<file path="config.mk">
export PLATFORM = sky130hd
export DESIGN_NAME = bit_serial_sub
export DESIGN_NICKNAME = d
export VERILOG_FILES = /design/src/rtl/bit_serial_sub.sv
export SDC_FILE = /design/constraint.sdc
export NUM_CORES = 1
export LEC_CHECK = 0
export ABC_AREA = 1
export CORE_MARGIN = 3
export CORE_UTILIZATION = 54
export CTS_BUF_LIST = sky130_fd_sc_hd__clkbuf_8 sky130_fd_sc_hd__clkbuf_16
export DETAILED_ROUTE_END_ITERATION = 8
export HOLD_SLACK_MARGIN = 0.03
export PLACE_DENSITY = 0.93
export SLEW_MARGIN = 20
export SYNTH_ARGS = -nofsm -noshare
export SYNTH_HDL_FRONTEND = slang
export SYNTH_SLANG_ARGS = --single-unit
</file>
<file path="constraint.sdc">
create_clock -name clk -period 3 [get_ports clk]
set_input_delay 0.6 -clock clk [delete_from_list [all_inputs] [get_ports clk]]
set_output_delay 0.6 -clock clk [all_outputs]
set_load 0.05 [all_outputs]
</file>
<file path="src/rtl/bit_serial_sub.sv">
// Bit-serial unsigned subtractor: one full-subtractor cell and a borrow flop,
// LSB first, N+1 cycles per operation including the one-cycle DONE state.
module bit_serial_sub #(
    parameter int N = 5
) (
    input  logic         clk,
    input  logic         rst,
    input  logic         start,
    input  logic [N-1:0] a,
    input  logic [N-1:0] b,
    input  logic         bin,
    output logic [N-1:0] d,
    output logic         bout,
    output logic         busy,
    output logic         done
);

    localparam int CW = $clog2(N + 1);

    typedef enum logic [1:0] {
        IDLE,
        RUN,
        DONE
    } state_t;

    state_t        state_q, state_d;
    logic [N-1:0]  a_q, a_d;
    logic [N-1:0]  b_q, b_d;
    logic          brw_q, brw_d;
    logic [N-1:0]  acc_q, acc_d;
    logic [CW-1:0] cnt_q, cnt_d;
    logic [N-1:0]  dout_q, dout_d;
    logic          bout_q, bout_d;

    logic          diff;
    logic          brw_nx;

    assign diff   = a_q[0] ^ b_q[0] ^ brw_q;
    assign brw_nx = (~a_q[0] & b_q[0]) | (~(a_q[0] ^ b_q[0]) & brw_q);

    always_comb begin
        state_d = state_q;
        a_d     = a_q;
        b_d     = b_q;
        brw_d   = brw_q;
        acc_d   = acc_q;
        cnt_d   = cnt_q;
        dout_d  = dout_q;
        bout_d  = bout_q;

        unique case (state_q)
            IDLE, DONE: begin
                if (start) begin
                    a_d     = a;
                    b_d     = b;
                    brw_d   = bin;
                    cnt_d   = '0;
                    state_d = RUN;
                end else begin
                    state_d = IDLE;
                end
            end
            RUN: begin
                a_d   = a_q >> 1;
                b_d   = b_q >> 1;
                brw_d = brw_nx;
                acc_d = {diff, acc_q[N-1:1]};
                cnt_d = cnt_q + 1'b1;
                // Result is published only once the final bit is known.
                if (cnt_q == CW'(N - 1)) begin
                    dout_d  = {diff, acc_q[N-1:1]};
                    bout_d  = brw_nx;
                    state_d = DONE;
                end
            end
            default: state_d = IDLE;
        endcase
    end

    always_ff @(posedge clk) begin
        if (rst) begin
            state_q <= IDLE;
            a_q     <= '0;
            b_q     <= '0;
            brw_q   <= 1'b0;
            acc_q   <= '0;
            cnt_q   <= '0;
            dout_q  <= '0;
            bout_q  <= 1'b0;
        end else begin
            state_q <= state_d;
            a_q     <= a_d;
            b_q     <= b_d;
            brw_q   <= brw_d;
            acc_q   <= acc_d;
            cnt_q   <= cnt_d;
            dout_q  <= dout_d;
            bout_q  <= bout_d;
        end
    end

    assign d    = dout_q;
    assign bout = bout_q;
    assign busy = (state_q == RUN);
    assign done = (state_q == DONE);

endmodule
</file>
**Word level (Yosys, flattened, before mapping)**

Cells that the tools add are included.
Widths: inputs -> output; s select.

- Register bits: 27
- Output and inout bits: 8
- Logic and storage cells: 37

- Add/subtract/negate cells: 1
- Eq/ne operators: 5
- Mux-type cells: 11
- Bitwise operators: 7
- Reductions and logical operators: 5

Operator list:

| kind | count |
|---|---|
| $pmux 5 s2 | 2 |
| $mux 5 | 2 |
| $pmux 3 s2 | 1 |
| $pmux 2 s2 | 1 |
| $reduce_and 2->1 | 2 |
| $add 3x1->3 const B | 1 |
| $eq 3x3->1 const B | 1 |
| $mux 3 | 1 |
| $and 1x1->1 | 2 |
| $eq 2x1->1 const B | 1 |
| $eq 2x2->1 const B | 1 |
| $logic_not 2->1 | 1 |
| $mux 1 | 2 |
| $mux 2 | 1 |
| $ne 2x1->1 const B | 1 |
| $ne 2x2->1 const B | 1 |
| $not 1->1 | 2 |
| $pmux 1 s2 | 1 |
| $reduce_bool 2->1 | 1 |
| $reduce_or 2->1 | 1 |
| $xor 1x1->1 | 2 |
| $or 1x1->1 | 1 |

**Depth between registers and ports, before layout**

- Word-level depth: 5
- Gate-level depth with buffers: 8

**Least setup slack after synthesis**

Ideal clock, no wire load.

- Path type: register to output
- Start point: register state_q[1]
- End point: output port done
- Arrival time: 1080 ps
- Required time: 2400 ps
- Slack: 1320 ps
- Stages on the path, launching flop included: 3
- Path buffers: 0
- Path through: dfxtp_1 -> inv_2 -> nor2_1

- Longest elaborated chain between the ends: 1

RTL lines:

| what | RTL line | RTL |
|---|---|---|
| start, declared | 26 | `state_t state_q, state_d;` |
| start signal, assigned | 91 | `state_q <= state_d;` |
| $eq 2x2->1 | 105 | `assign done = (state_q == DONE);` |
| end, declared | 15 | `output logic done` |

No other way between the ends.

**Final worst setup path**

- Start point: register state_q[0]
- End point: output port busy

- Longest elaborated chain between the ends: 1

RTL lines:

| what | RTL line | RTL |
|---|---|---|
| $eq 2x1->1 | 104 | `assign busy = (state_q == RUN);` |
| end, declared | 14 | `output logic busy,` |

No other way between the ends.

==> qor.csv <==
metric,value,unit
status,finished clean,
clkSinkCount,26,
critPathSlowestCell,clkdlybuf4s50_1,
antenna_left,0,
gp_congestion,0.7624,
cts_buffers,3,
clk_latency,0.27,ns
die-height,53.12,um
crit_chain,"inv_2, nor2_4, clkdlybuf4s50_1",
path_class,reg2out,
crit_arrival,1.70,ns
ys_top_cells_by_count,"dfxtp_1 (26), nand2_1 (24), nand3_1 (23)",
yosys_warnings,0,
die-area,2821,um2
synth_compound_gate_area_share,7.098,%
vias,1053,
cts_resized,0,
p_leak,0.5893,nW
cts_setup_buffers,0,
port_buffers,21,
layout-drive-gt1-share,6.742,%
fp.dieW,53.12,um
synthCells,161,
synth_cell_type_count,21,
rsz0062_at_grt,no,
synthAdderAreaFrac,3.758,%
yosysMostFrequentCell,dfxtp_1,
synth_xor_area_share,0,%
num_rows,16,
finalInstanceArea,1419,um2
ys_seq_elements,26,
reg2reg_depth,6,
htreeDepth,1,
diodes,0,
yosys.area_share.simple,32.15,%
drt_iter0_markers,14,
antenna_found_initial,0,
cp.required,2.40,ns
drc,0,
yosys_most_used_dff,dfxtp_1,
yosysTopAreaCell,dfxtp_1,
power_density,488.2,nW/um2
layout.nets,197,
maxCapViolCount,0,
synth_top_area_share,43.42,%
cts_hold_buffers,0,
grt_pass1_wl,3760,um
hold_viol_final,0,
syn_area_per_cell,7.445,um2
core_area,2022,um2
clk_path_buf_depth,2,
wirelength,2316,um
dp_hpwl,1690,um
finalSetupTns,0,ns
start_util,59.28,%
whs_endpoint,acc_q[1]$_SDFFE_PP0P_,
critPathMaxStageDelay,0.81,ns
async_flop_share,0,%
grt_max_degree,24,
cp-start-kind,flop,
post-route-period-util,76.77,%
grt.total_usage,18.11,%
fmaxAchievable,434.2,MHz
vias_per_cell,5.137,
drv_slew,0,
critPathMaxFanout,5,
fin_crit,2.303,ns
first_pass_iters,4,
yosysSeqAreaShare,43.42,%
place_area,1378,um2
regToRegStartpoint,state_q[0]$_SDFFE_PP0P_,
end_kind,output port,
hold_depth,2,
ir_drop,0.2874,mV
tightest_slew,0.5936,ns
synth.cell_area,1199,um2
worstReg2RegEnd,d[4]$_SDFFE_PP0P_,
gr-total-overflow,0,
synth_top_family_by_area,simple AND/OR/NAND/NOR gates,
cts_root_buf,clkbuf_8,
slew_headroom,60.38,%
setup_violations,0,
rrSetupSlack,1.67,ns
syn2layout_area_growth,18.37,%
synth_edf_count,0,
hold_path_class,reg2reg,
skew,0.001965,ns
hold_start,acc_q[1]$_SDFFE_PP0P_,
grt_pass1_vias,959,
post_drt_wl_per_cell,11.30,um
tritoncts,built,
clk_pin_slew_worst_paths,0.08,ns
synth.net_count,178,
ios,22,
synthMuxAreaShare,0,%
synth.area.top_cells,"dfxtp_1 (43%), nand3_1 (9.6%), nand2_1 (7.5%), inv_1 (6.6%), nor2_1 (6.3%)",
==> worst max-delay path: cells and delay by family, from the launching register on <==
kind          cells  cell delay (ns)
buf+inv           2             0.90
flops             1             0.43
simple gates      1             0.10
==> report_power, final <==
group          switching, mW  internal [mW]
Combinational         0.0717         0.0493
Sequential            0.0108          0.367
Clock                  0.103         0.0900
==> cells by family after synthesis <==
family          after synthesis
compound gates               17
fa+ha+maj                     3
buf+inv                      32
flops                        26
simple gates                 83
==> per-layer routing <==
| metal | vias up | track usage [%] | wire, um |
|---|---|---|---|
| met4 | 0 | 8.085 | 40 |
| met2 | 25 | 33.68 | 1176 |
| li1 | 541 | - | - |
| met5 | - | 0 | 0 |
| met1 | 482 | 19.34 | 987 |
| met3 | 5 | 3.662 | 112 |
==> cell type report <==
type	instances	area (um2)
Clock buffer	3	41.29
Fill cell	166	603.1
Inverter	24	90.09
Multi-Input combinational cell	103	515.5
Sequential cell	26	520.5
Tap cell	27	33.78
Timing Repair Buffer	22	217.7
==> stage by stage <==
step | cells | utilization [%] | hold slack, ns | setup WS, ns | total power, mW
5_1_grt | 205 | 70.17 | 0.4946 | 0.6401 | 0.7259
3_3_place_gp | 202 | 68.13 | 0.4420 | 1.023 | 0.4999
4_1_cts | 205 | 70.17 | 0.4763 | 0.7044 | 0.6981
6_report | 205 | 70.17 | 0.4700 | 0.6968 | 0.6926
3_5_place_dp | 202 | 68.13 | 0.4633 | 0.9922 | 0.5061
2_1_floorplan | 161 | - | 0.4301 | 1.320 | 0.4781
==> cells in the final DEF, fill, tap and decap left out <==
cell type / n
o21ai_0: 2
fa_1: 1
nand2_4: 1
o21ai_1: 6
nor3_1: 9
nand4_1: 1
buf_4: 1
clkdlybuf4s50_1: 21
inv_2: 3
nand2_2: 2
nand2_1: 24
clkbuf_8: 3
nor2_1: 20
inv_1: 21
nand3b_1: 1
a21oi_1: 9
nand3_1: 23
nor2_4: 2
ha_1: 2
dfxtp_1: 26
==> worst max-delay path by stage <==
stage / depth (start not counted) / endpoint / start
final: 3 / busy / state_q[0]$_SDFFE_PP0P_
after global routing: 3 / busy / state_q[0]$_SDFFE_PP0P_
after CTS: 3 / busy / state_q[0]$_SDFFE_PP0P_
after detailed placement: 4 / acc_q[4]$_SDFFE_PP0P_ / rst
after global placement: 3 / busy / state_q[0]$_SDFFE_PP0P_
after floorplan: 2 / done / state_q[1]$_SDFFE_PP0P_
==> flip-flops by register name, summed over array words and instances, names as in the netlist <==
name     cells
state_q      2
acc_q        4
a_q          5
b_q          5
d            5
cnt_q        3
bout         1
brw_q        1
Power figures use the tool's default switching activity.
